==> config.mk <==
export PLATFORM = sky130hd
export DESIGN_NAME = wb_master_bridge
export DESIGN_NICKNAME = d
export VERILOG_FILES = /design/src/rtl/wb_master_bridge.sv
export SDC_FILE = /design/constraint.sdc
export NUM_CORES = 1
export LEC_CHECK = 0
export BUFFER_PORTS_ARGS = -buffer_cell sky130_fd_sc_hd__buf_4
export CAP_MARGIN = 10
export CORE_ASPECT_RATIO = 1.25
export CORE_MARGIN = 3
export CORE_UTILIZATION = 54
export CTS_CLUSTER_DIAMETER = 40
export DETAILED_ROUTE_END_ITERATION = 8
export PLACE_DENSITY_LB_ADDON = 0.15
export SLEW_MARGIN = 20
export SYNTH_ARGS = -nofsm -noshare
export SYNTH_HDL_FRONTEND = slang
export SYNTH_SLANG_ARGS = --single-unit
export TNS_END_PERCENT = 30
==> constraint.sdc <==
create_clock -name clk_i -period 5.1 [get_ports clk_i]
set_input_delay 0.255 -clock clk_i [delete_from_list [all_inputs] [get_ports clk_i]]
set_output_delay 0.255 -clock clk_i [all_outputs]
set_load 0.01 [all_outputs]
==> src/rtl/wb_master_bridge.sv <==
// Purpose : single-outstanding request/response to Wishbone classic initiator bridge.
// Latency : handshake edge -> BUS >= 1 cycle -> RESP 1 cycle (misaligned requests skip BUS).
// Backpressure: req_ready_o only in IDLE; response is never stalled (1-cycle resp_valid_o).
//
// Ports:
//   clk_i, rst_i (async, active-low)
//   req_valid_i/req_ready_o, req_we_i, req_size_i, req_addr_i, req_wdata_i : request side
//   resp_valid_o, resp_rdata_o, resp_err_o                                 : response side
//   cyc_o, stb_o, we_o, sel_o, adr_o, dat_o, dat_i, ack_i, err_i           : Wishbone initiator
module wb_master_bridge #(
   parameter int TIMEOUT = 255
) (
   input  logic        clk_i,
   input  logic        rst_i,
   input  logic        req_valid_i,
   output logic        req_ready_o,
   input  logic        req_we_i,
   input  logic [1:0]  req_size_i,
   input  logic [31:0] req_addr_i,
   input  logic [31:0] req_wdata_i,
   output logic        resp_valid_o,
   output logic [31:0] resp_rdata_o,
   output logic        resp_err_o,
   output logic        cyc_o,
   output logic        stb_o,
   output logic        we_o,
   output logic [3:0]  sel_o,
   output logic [31:0] adr_o,
   output logic [31:0] dat_o,
   input  logic [31:0] dat_i,
   input  logic        ack_i,
   input  logic        err_i
);

   typedef enum logic [1:0] {IDLE, BUS, RESP} state_t;

   // Last BUS cycle index: the counter starts at 0 on BUS entry, so BUS lasts TIMEOUT cycles.
   localparam logic [15:0] TO_LAST = 16'(TIMEOUT - 1);

   state_t      state_q, state_d;
   logic [15:0] cnt_q, cnt_d;
   logic        ready_q, ready_d;
   logic        cyc_q, cyc_d;
   logic        we_q, we_d;
   logic [3:0]  sel_q, sel_d;
   logic [31:0] adr_q, adr_d;
   logic [31:0] dat_q, dat_d;
   logic [1:0]  size_q, size_d;
   logic [1:0]  lo_q, lo_d;
   logic        resp_valid_q, resp_valid_d;
   logic        resp_err_q, resp_err_d;
   logic [31:0] resp_rdata_q, resp_rdata_d;

   logic        misalign;
   logic [31:0] shifted;
   logic [31:0] rd_ext;

   always_comb begin
      misalign = ((req_size_i == 2'd1) && req_addr_i[0])
              || ((req_size_i == 2'd2) && (req_addr_i[1:0] != 2'b00))
              ||  (req_size_i == 2'd3);

      // Lane extraction of read data using the latched low address bits.
      shifted = dat_i >> {lo_q, 3'b000};
      case (size_q)
         2'd0:    rd_ext = {24'h0, shifted[7:0]};
         2'd1:    rd_ext = {16'h0, shifted[15:0]};
         default: rd_ext = shifted;
      endcase
   end

   always_comb begin
      state_d      = state_q;
      cnt_d        = cnt_q;
      cyc_d        = cyc_q;
      we_d         = we_q;
      sel_d        = sel_q;
      adr_d        = adr_q;
      dat_d        = dat_q;
      size_d       = size_q;
      lo_d         = lo_q;
      resp_valid_d = 1'b0;
      resp_err_d   = resp_err_q;
      resp_rdata_d = resp_rdata_q;

      case (state_q)
         IDLE: begin
            if (req_valid_i && ready_q) begin
               size_d = req_size_i;
               lo_d   = req_addr_i[1:0];
               if (misalign) begin
                  state_d      = RESP;
                  resp_valid_d = 1'b1;
                  resp_err_d   = 1'b1;
                  resp_rdata_d = 32'h0;
               end else begin
                  state_d = BUS;
                  cnt_d   = 16'h0;
                  cyc_d   = 1'b1;
                  we_d    = req_we_i;
                  adr_d   = {req_addr_i[31:2], 2'b00};
                  case (req_size_i)
                     2'd0: begin
                        sel_d = 4'b0001 << req_addr_i[1:0];
                        dat_d = {4{req_wdata_i[7:0]}};
                     end
                     2'd1: begin
                        sel_d = 4'b0011 << req_addr_i[1:0];
                        dat_d = {2{req_wdata_i[15:0]}};
                     end
                     default: begin
                        sel_d = 4'b1111;
                        dat_d = req_wdata_i;
                     end
                  endcase
               end
            end
         end
         BUS: begin
            // err beats ack, and either beats the timeout in the same cycle.
            if (err_i) begin
               state_d      = RESP;
               cyc_d        = 1'b0;
               resp_valid_d = 1'b1;
               resp_err_d   = 1'b1;
               resp_rdata_d = 32'h0;
            end else if (ack_i) begin
               state_d      = RESP;
               cyc_d        = 1'b0;
               resp_valid_d = 1'b1;
               resp_err_d   = 1'b0;
               resp_rdata_d = we_q ? 32'h0 : rd_ext;
            end else if (cnt_q == TO_LAST) begin
               state_d      = RESP;
               cyc_d        = 1'b0;
               resp_valid_d = 1'b1;
               resp_err_d   = 1'b1;
               resp_rdata_d = 32'h0;
            end else begin
               cnt_d = cnt_q + 16'h1;
            end
         end
         RESP: begin
            state_d = IDLE;
         end
         default: begin
            state_d = IDLE;
            cyc_d   = 1'b0;
         end
      endcase

      // Registered ready stays low through reset and rises on the first edge after release.
      ready_d = (state_d == IDLE);
   end

   always_ff @(posedge clk_i or negedge rst_i) begin
      if (!rst_i) begin
         state_q      <= IDLE;
         cnt_q        <= 16'h0;
         ready_q      <= 1'b0;
         cyc_q        <= 1'b0;
         we_q         <= 1'b0;
         sel_q        <= 4'h0;
         adr_q        <= 32'h0;
         dat_q        <= 32'h0;
         size_q       <= 2'd0;
         lo_q         <= 2'd0;
         resp_valid_q <= 1'b0;
         resp_err_q   <= 1'b0;
         resp_rdata_q <= 32'h0;
      end else begin
         state_q      <= state_d;
         cnt_q        <= cnt_d;
         ready_q      <= ready_d;
         cyc_q        <= cyc_d;
         we_q         <= we_d;
         sel_q        <= sel_d;
         adr_q        <= adr_d;
         dat_q        <= dat_d;
         size_q       <= size_d;
         lo_q         <= lo_d;
         resp_valid_q <= resp_valid_d;
         resp_err_q   <= resp_err_d;
         resp_rdata_q <= resp_rdata_d;
      end
   end

   assign req_ready_o  = ready_q;
   assign cyc_o        = cyc_q;
   assign stb_o        = cyc_q;
   assign we_o         = we_q;
   assign sel_o        = sel_q;
   assign adr_o        = adr_q;
   assign dat_o        = dat_q;
   assign resp_valid_o = resp_valid_q;
   assign resp_err_o   = resp_err_q;
   assign resp_rdata_o = resp_rdata_q;

endmodule

### After elaboration in Yosys (flattened, before gate mapping)

Index checks and enable logic that the tools add are counted.
Widths: inputs -> output; s select.

| word-level totals | value |
|---|---|
| register bits after elaboration | 125 |
| word-level logic and storage cells | 89 |
| input port bits | 104 |
| output and inout bits | 106 |

| cells by class | value |
|---|---|
| add/sub/neg operators | 1 |
| shift operators | 3 |
| muxes and demuxes | 40 |
| reductions and logical operators | 16 |
| bitwise operators | 2 |
| eq/ne operators | 14 |

Operator list:

| cell | count |
|---|---|
| $mux 32 | 6 |
| $pmux 32 s2 | 3 |
| $mux 16 | 5 |
| $pmux 16 s2 | 1 |
| $shr 32x5->32 | 1 |
| $add 16x1->16 const B | 1 |
| $eq 16x8->1 const B | 1 |
| $mux 1 | 15 |
| $ne 2x2->1 const B | 6 |
| $mux 2 | 5 |
| $logic_not 2->1 | 4 |
| $pmux 4 s2 | 1 |
| $reduce_and 4->1 | 2 |
| $eq 2x1->1 const B | 3 |
| $eq 2x2->1 const B | 3 |
| $reduce_and 6->1 | 1 |
| $ne 4x4->1 const B | 1 |
| $pmux 1 s2 | 2 |
| $pmux 2 s2 | 1 |
| $reduce_bool 2->1 | 2 |
| $shl 1x2->4 const A | 1 |
| $shl 2x2->4 const A | 1 |
| $logic_and 1x1->1 | 3 |
| $pmux 1 s3 | 1 |
| 4 further kinds | 6 |

### Longest topological paths before layout

Gate-level depths: netlist of run 1.

| logic depth | value |
|---|---|
| word-level depth | 8 |
| mapped depth | 8 |
| mapped depth without buffers | 6 |

### Worst setup path after synthesis of run 1

Ideal clock, no wire load.

| timing | value |
|---|---|
| path type | flip-flop to flip-flop |
| start point | register state_q[1] |
| end point | register cnt_q[10] |
| stages on the path, launching flop included | 6 |
| clock period less this slack | 2151 ps |
| path buffers | 1 |
| path slack | 2949 ps |
| data required time | 5022 ps |
| arrival | 2072 ps |
| library setup time | 78 ps |
| cell sequence | dfrtp_1 > or4b_4 > or4_1 > buf_2 > or4_1 > a21oi_1 |

| on the way | value |
|---|---|
| longest elaborated chain between the ends | 3 |
| elaborated cells between the ends (all ways) | 10 |
| classes of those cells | 6 x eq/ne; 1 x mux; 3 x reduce/logical |

Ends and longest elaborated chain:

| item | RTL line | source |
|---|---|---|
| start, declared | 40 | `state_t state_q, state_d;` |
| start signal, assigned | 172 | `state_q <= state_d;` |
| $eq 2x1->1 / $logic_not 2->1 (equally long branches) | 86 | `case (state_q)` |
| $ne 2x2->1 (no source line) / $reduce_bool 2->1 (equally long branches) | - |  |
| $reduce_and 6->1 (no source line) | - |  |
| end signal, assigned | 173 | `cnt_q <= cnt_d;` |
| end, declared | 41 | `logic [15:0] cnt_q, cnt_d;` |

Several ways; a longest one is shown, not always the timed one.
A chain may end at the register's enable or synchronous reset.

### Final worst setup path of run 1

| timing | value |
|---|---|
| start point | register state_q[1] |
| end point | register cnt_q[12] |

The elaborated chain is that of the path after synthesis.

==> impl_metrics.ini, run 1 <==
[finish]
layout_commonest_cell = buf_4
antenna_cells = 0
fillCellCount = 686
syn_to_final_growth_pct = 39.3
nNetsFinal = 899
layout_common_cells = 214 x buf_4, 187 x nand2_1, 125 x dfrtp_1
drive_above_1_share_pct = 32.3
stdcell_area_um2 = 8030

[synthesis]
syn_area_um2 = 5760
ys_types = 44
synth-edff-count = 0
post-synth-top-area-fraction_pct = 54.3
synth_ff_type = dfrtp_1
yosysTopAreaCell = dfrtp_1
yosysSeqAreaShare_pct = 54.3
synth-async-reset-ratio_pct = 100
ys.warnings.count = 0
syn_inst = 600
syn_avg_cell_area_um2 = 9.61
ys_seq_elements = 125
synthTopCellsByArea = dfrtp_1 54%, nand2_1 12%, mux2i_1 8.2%

[detailed_routing]
wl_per_cell_um = 17.6
via_count = 5218
drt_iter0_markers = 284
ant_nets = 0
wirelength_mm = 16.5
dr.pass1.iters = 7
remaining_drc_errors = 0
routed_via_density = 5.58

[timing]
hold_viol_final = 16
fmax_ghz = 0.420
finalCritPeriodShare_pct = 46.7
fin_setup_tns_ns = 0
layout_min_cycle_time_ns = 2.38
setup_slack_ns = 2.72
fin_hold_ws_ns = -0.00923
tightest_slew_ns = 0.941
final_max_slew_viol_count = 0
setup_viol = 0
rsz0062_at_grt = false
fin_skew_ns = 0.00668
relSlewSlack_pct = 37.3

[global_routing]
grt_first_pass_wirelength_mm = 26.5
grt_max_degree = 74
grt_remaining_overflow = 0
grt_pass1_vias = 5298
grt_antenna_before_repair = 0
grt_usage_pct = 27.7

[power]
ir_drop_mv = 0.337
p_per_area_nw_per_um2 = 531
p_leak_uw = 0.00414

[clock_network]
numCtsBuffers = 17
clk_path_buf_depth = 2
insertion_delay_ns = 0.41
cts.sinks = 125
post_cts_buffers = 0
cts_resized = 0
cts_tree = built
clk_pin_slew_ns = 0.06
cts_root_buf = clkbuf_16
cts_max_level = 4
cts_hold_buf = 0

[setup_path]
crit_top_cell = or4_1
path_max_fanout = 8
critPathKind = reg -> reg
path_buf_inv = 0
endpoint_kind = flop
cp_top_family = simple AND/OR/NAND/NOR gates
start_kind = flop
path_cells = or4b_4 -> or4_1 -> or4_1 -> a21oi_1
critPathRequiredTime_ns = 5.42
slowest_stage = or4b_4
cp.arrival_ns = 2.71
critPathMaxStageDelay_ns = 0.59

[floorplan]
start_util_pct = 56.2
die_x_um = 98.4
ios = 210
num_rows = 41
dieArea_um2 = 12000
fp.coreArea_um2 = 10300
die_h_um = 122

[run_status]
status = finished with violations
violations = hold timing

[place]
dp_hpwl_mm = 11.4
placed_area_um2 = 7400
gp_congestion = 0.875
portBuffers = 207
dpl_worst_slack_ns = 2.79

[min_path]
worst_hold_path_type = in -> async

[job]
cap_violations = 0
[metrics by stage]
step,std cells,util (%),total power [uW]
2_1_floorplan,601,-,2230
3_3_place_gp,903,72.1,2930
3_5_place_dp,903,72.1,2980
4_1_cts,935,78.3,4290
5_1_grt,935,78.3,4500
6_report,935,78.3,4260
[cell families after synthesis]
kind of cell / synth area share [%]
xor gates and xnor gates: 0.304
and+or+nand+nor: 18.7
adders and majority gates: 0.434
DFF: 54.3
AOI/OAI and AO/OA: 13.0
buffers and inverters: 3.43
muxes: 9.73
other: 0.0651
[worst reg2reg max path: cells and delay by family, from the launching register on]
family	cells	cell delay (ns)
compound gates	1	0.18
flops	1	0.45
simple gates	3	1.67
[cells in the mapped netlist, types with 4 or more instances]
master,n
nor3_1,5
o21ai_0,49
inv_1,8
or4_1,5
a22o_1,32
clkbuf_1,30
nor2_1,18
mux2_2,8
nor2b_1,4
nand2_1,187
dfrtp_1,125
mux2i_1,47
nand4_1,8
a21oi_1,20
buf_1,6
[sequential cells by signal (all words and copies together) (netlist names)]
register / flops
we_o: 1
cnt_q: 16
sel_o: 4
dat_o: 32
cyc_o: 1
resp_valid_o: 1
size_q: 2
resp_err_o: 1
resp_rdata_o: 32
lo_q: 2
req_ready_o: 1
state_q: 2
adr_o: 30
[layout make-up]
class,instances,area [um2],area share (%)
clock inverters,11,164,2.04
well taps,129,161,2.01
inverters,8,30.0,0.374
multi-input cells,427,2470,30.8
flip-flops and latches,125,3130,39.0
repair buffers,214,1610,20.0
clock buffers,21,470,5.86
[path summary, 6_finish.rpt]
path / startpoint / to / slack (ns) / cells after the start
max: state_q[1] / cnt_q[12] / 2.72 / 4
min in group clk_i: req_addr_i[17] / adr_o[17] / 0.03 / 3
min: rst_i / cnt_q[13] / -0.009 / 1
max reg2reg: state_q[1] / cnt_q[12] / 2.72 / 4
max in group asynchronous: rst_i / state_q[1] / 3.85 / 2
min reg2reg: adr_o[15] / adr_o[15] / 0.48 / 2
[where the power goes]
part	internal (uW)	switching (uW)
registers	1310	234
clock network	854	432
logic	682	750
[metal layers]
layer | vias up | global-route usage, % | routed length [um]
li1 | 2442 | - | -
met1 | 2500 | 33.4 | 6420
met2 | 239 | 46.7 | 8280
met3 | 37 | 9.43 | 1410
met4 | 0 | 9.65 | 373
met5 | - | 0 | 0
Power figures use the tool's default switching activity.
==> run 2, diff against run 1 <==
--- a/config.mk
+++ b/config.mk
@@ -9,7 +9,7 @@
 export CAP_MARGIN = 10
 export CORE_ASPECT_RATIO = 1.25
 export CORE_MARGIN = 3
-export CORE_UTILIZATION = 54
+export CORE_UTILIZATION = 45
 export CTS_CLUSTER_DIAMETER = 40
 export DETAILED_ROUTE_END_ITERATION = 8
 export PLACE_DENSITY_LB_ADDON = 0.15
==> constraint.sdc (replaced) <==
create_clock -name clk_i -period 2.02 [get_ports clk_i]
set_input_delay 0.101 -clock clk_i [delete_from_list [all_inputs] [get_ports clk_i]]
set_output_delay 0.101 -clock clk_i [all_outputs]
set_load 0.01 [all_outputs]
==> run 2 against run 1 <==
  * The run ends with setup timing left
  * Clock power rose to 2.5 times the previous value
  * Maximum frequency grew 15%
  * Sequential power rose by 150%
  * Combinational power rose to 2.8 times the previous value
  * Non-clock buffer count increased by 82
  * Core utilization shrank 5.9 points
  * Clock skew up 0.0063 ns
  * Via count increased by 4.3%
  * Power grew to 2.6 times the previous value
  * Final cell count grew 13%
  * Critical path type unchanged
  * Highest routed layer unchanged
==> impl_metrics.ini, run 2 (synthesis gave the netlist of run 1 again) <==
[place]
placed_area_um2 = 7630
gp_congestion = 0.883
portBuffers = 207
dpl_worst_slack_ns = -0.0162
dp_hpwl_mm = 12.0

[clock_network]
numCtsBuffers = 17
cts_root_buf = clkbuf_16
cts_tree = built
insertion_delay_ns = 0.41
cts.sinks = 125
clk_path_buf_depth = 2
post_cts_buffers = 0
clk_pin_slew_ns = 0.05
cts_max_level = 4

[timing]
setup_slack_ns = -0.0442
tightest_slew_ns = 0.628
hold_viol_final = 0
finalCritPeriodShare_pct = 102
setup_viol = 3
fin_hold_ws_ns = 0.0238
fmax_ghz = 0.484
relSlewSlack_pct = 58.0
fin_setup_tns_ns = -0.0962
final_max_slew_viol_count = 0
fin_skew_ns = 0.0130
rsz0062_at_grt = true
layout_min_cycle_time_ns = 2.06

[detailed_routing]
ant_nets = 0
drt_iter0_markers = 289
remaining_drc_errors = 0
wl_per_cell_um = 16.7
routed_via_density = 5.17
via_count = 5441
wirelength_mm = 17.6
dr.pass1.iters = 4

[finish]
fillCellCount = 894
nNetsFinal = 981
layout_common_cells = 227 x buf_4, 187 x nand2_1, 124 x dfrtp_1
layout_commonest_cell = buf_4
syn_to_final_growth_pct = 54.8
antenna_cells = 0
drive_above_1_share_pct = 31.9
seqCellArea_um2 = 3130
stdcell_area_um2 = 8920
multi_input_area_um2 = 2480

[setup_path]
critPathKind = reg -> reg
endpoint_kind = flop
path_max_fanout = 8
start_kind = flop
critPathRequiredTime_ns = 2.36
r2r_cells = 4
rrSetupSlack_ns = -0.04
reg2reg_to = cnt_q[12]
endpoint = cnt_q[12]
crit_start = state_q[1]
reg2reg_from = state_q[1]
cp.arrival_ns = 2.40

[run_status]
status = finished with violations
violations = setup timing

[min_path]
min_from = req_wdata_i[23]
worst_hold_path_type = in -> reg

[floorplan]
ios = 210
fp.coreArea_um2 = 12300
dieArea_um2 = 14200
start_util_pct = 46.7
die_h_um = 133
num_rows = 45
die_x_um = 107

[global_routing]
grt_antenna_before_repair = 0
grt_max_degree = 68
grt_first_pass_wirelength_mm = 27.9
grt_remaining_overflow = 0
grt_usage_pct = 24.7
grt_pass1_vias = 5585

[power]
p_leak_uw = 0.00452
total_power_uw = 11000
ir_drop_mv = 0.873
p_per_area_nw_per_um2 = 1240

[job]
cap_violations = 0
-- run 2: how the worst min path moves through the flow --
stage                             endpoint  slack, ns  cells past startpoint
after floorplan                  adr_o[10]      -0.19                      0
after global placement    resp_rdata_o[30]        0.1                      1
after detailed placement  resp_rdata_o[30]        0.1                      1
after CTS                         dat_o[9]      0.004                      3
after global routing              dat_o[9]       0.01                      3
final                            dat_o[23]       0.02                      3
-- run 2: what timing repair did --
| action | 4_1_cts | 5_1_grt |
|---|---|---|
| resized for setup | 0 | 5 |
| endpoints found under the setup margin | 3 | 40 |
| hold buffers | 64 | 0 |
| endpoints found under the hold margin | 99 | 0 |
-- run 2: per-layer routing --
metal  wire length [um]  GRT usage [%]
met2               8730           41.5
met3               1170           6.30
met4                429           9.31
met5                  0              0
met1               7250           30.5
-- run 2: worst max-delay path, cell delays in order (launching register included) --
cell     delay, ns
dfrtp_1       0.37
or4b_4        0.50
or4_4         0.49
or4_1         0.51
a21oi_2       0.13
-- run 2: final cells by class --
| class | instances | area share (%) |
|---|---|---|
| well taps | 164 | 2.30 |
| clock inverters | 11 | 1.84 |
| multi-input cells | 427 | 27.8 |
| flip-flops and latches | 125 | 35.1 |
| inverters | 8 | 0.337 |
| repair buffers | 296 | 27.4 |
| clock buffers | 21 | 5.27 |
-- run 2: report_power, final --
group	total, uW	internal [uW]	switching, uW
registers	3850	3310	540
clock network	3230	2160	1080
logic	3940	1920	2030
total	11000	7390	3650
-- run 2: metrics by stage --
stage          util [%]  instances
2_1_floorplan         -        601
3_3_place_gp       61.9        956
3_5_place_dp       61.9        956
4_1_cts            72.3       1052
5_1_grt            72.4       1052
6_report           72.4       1052
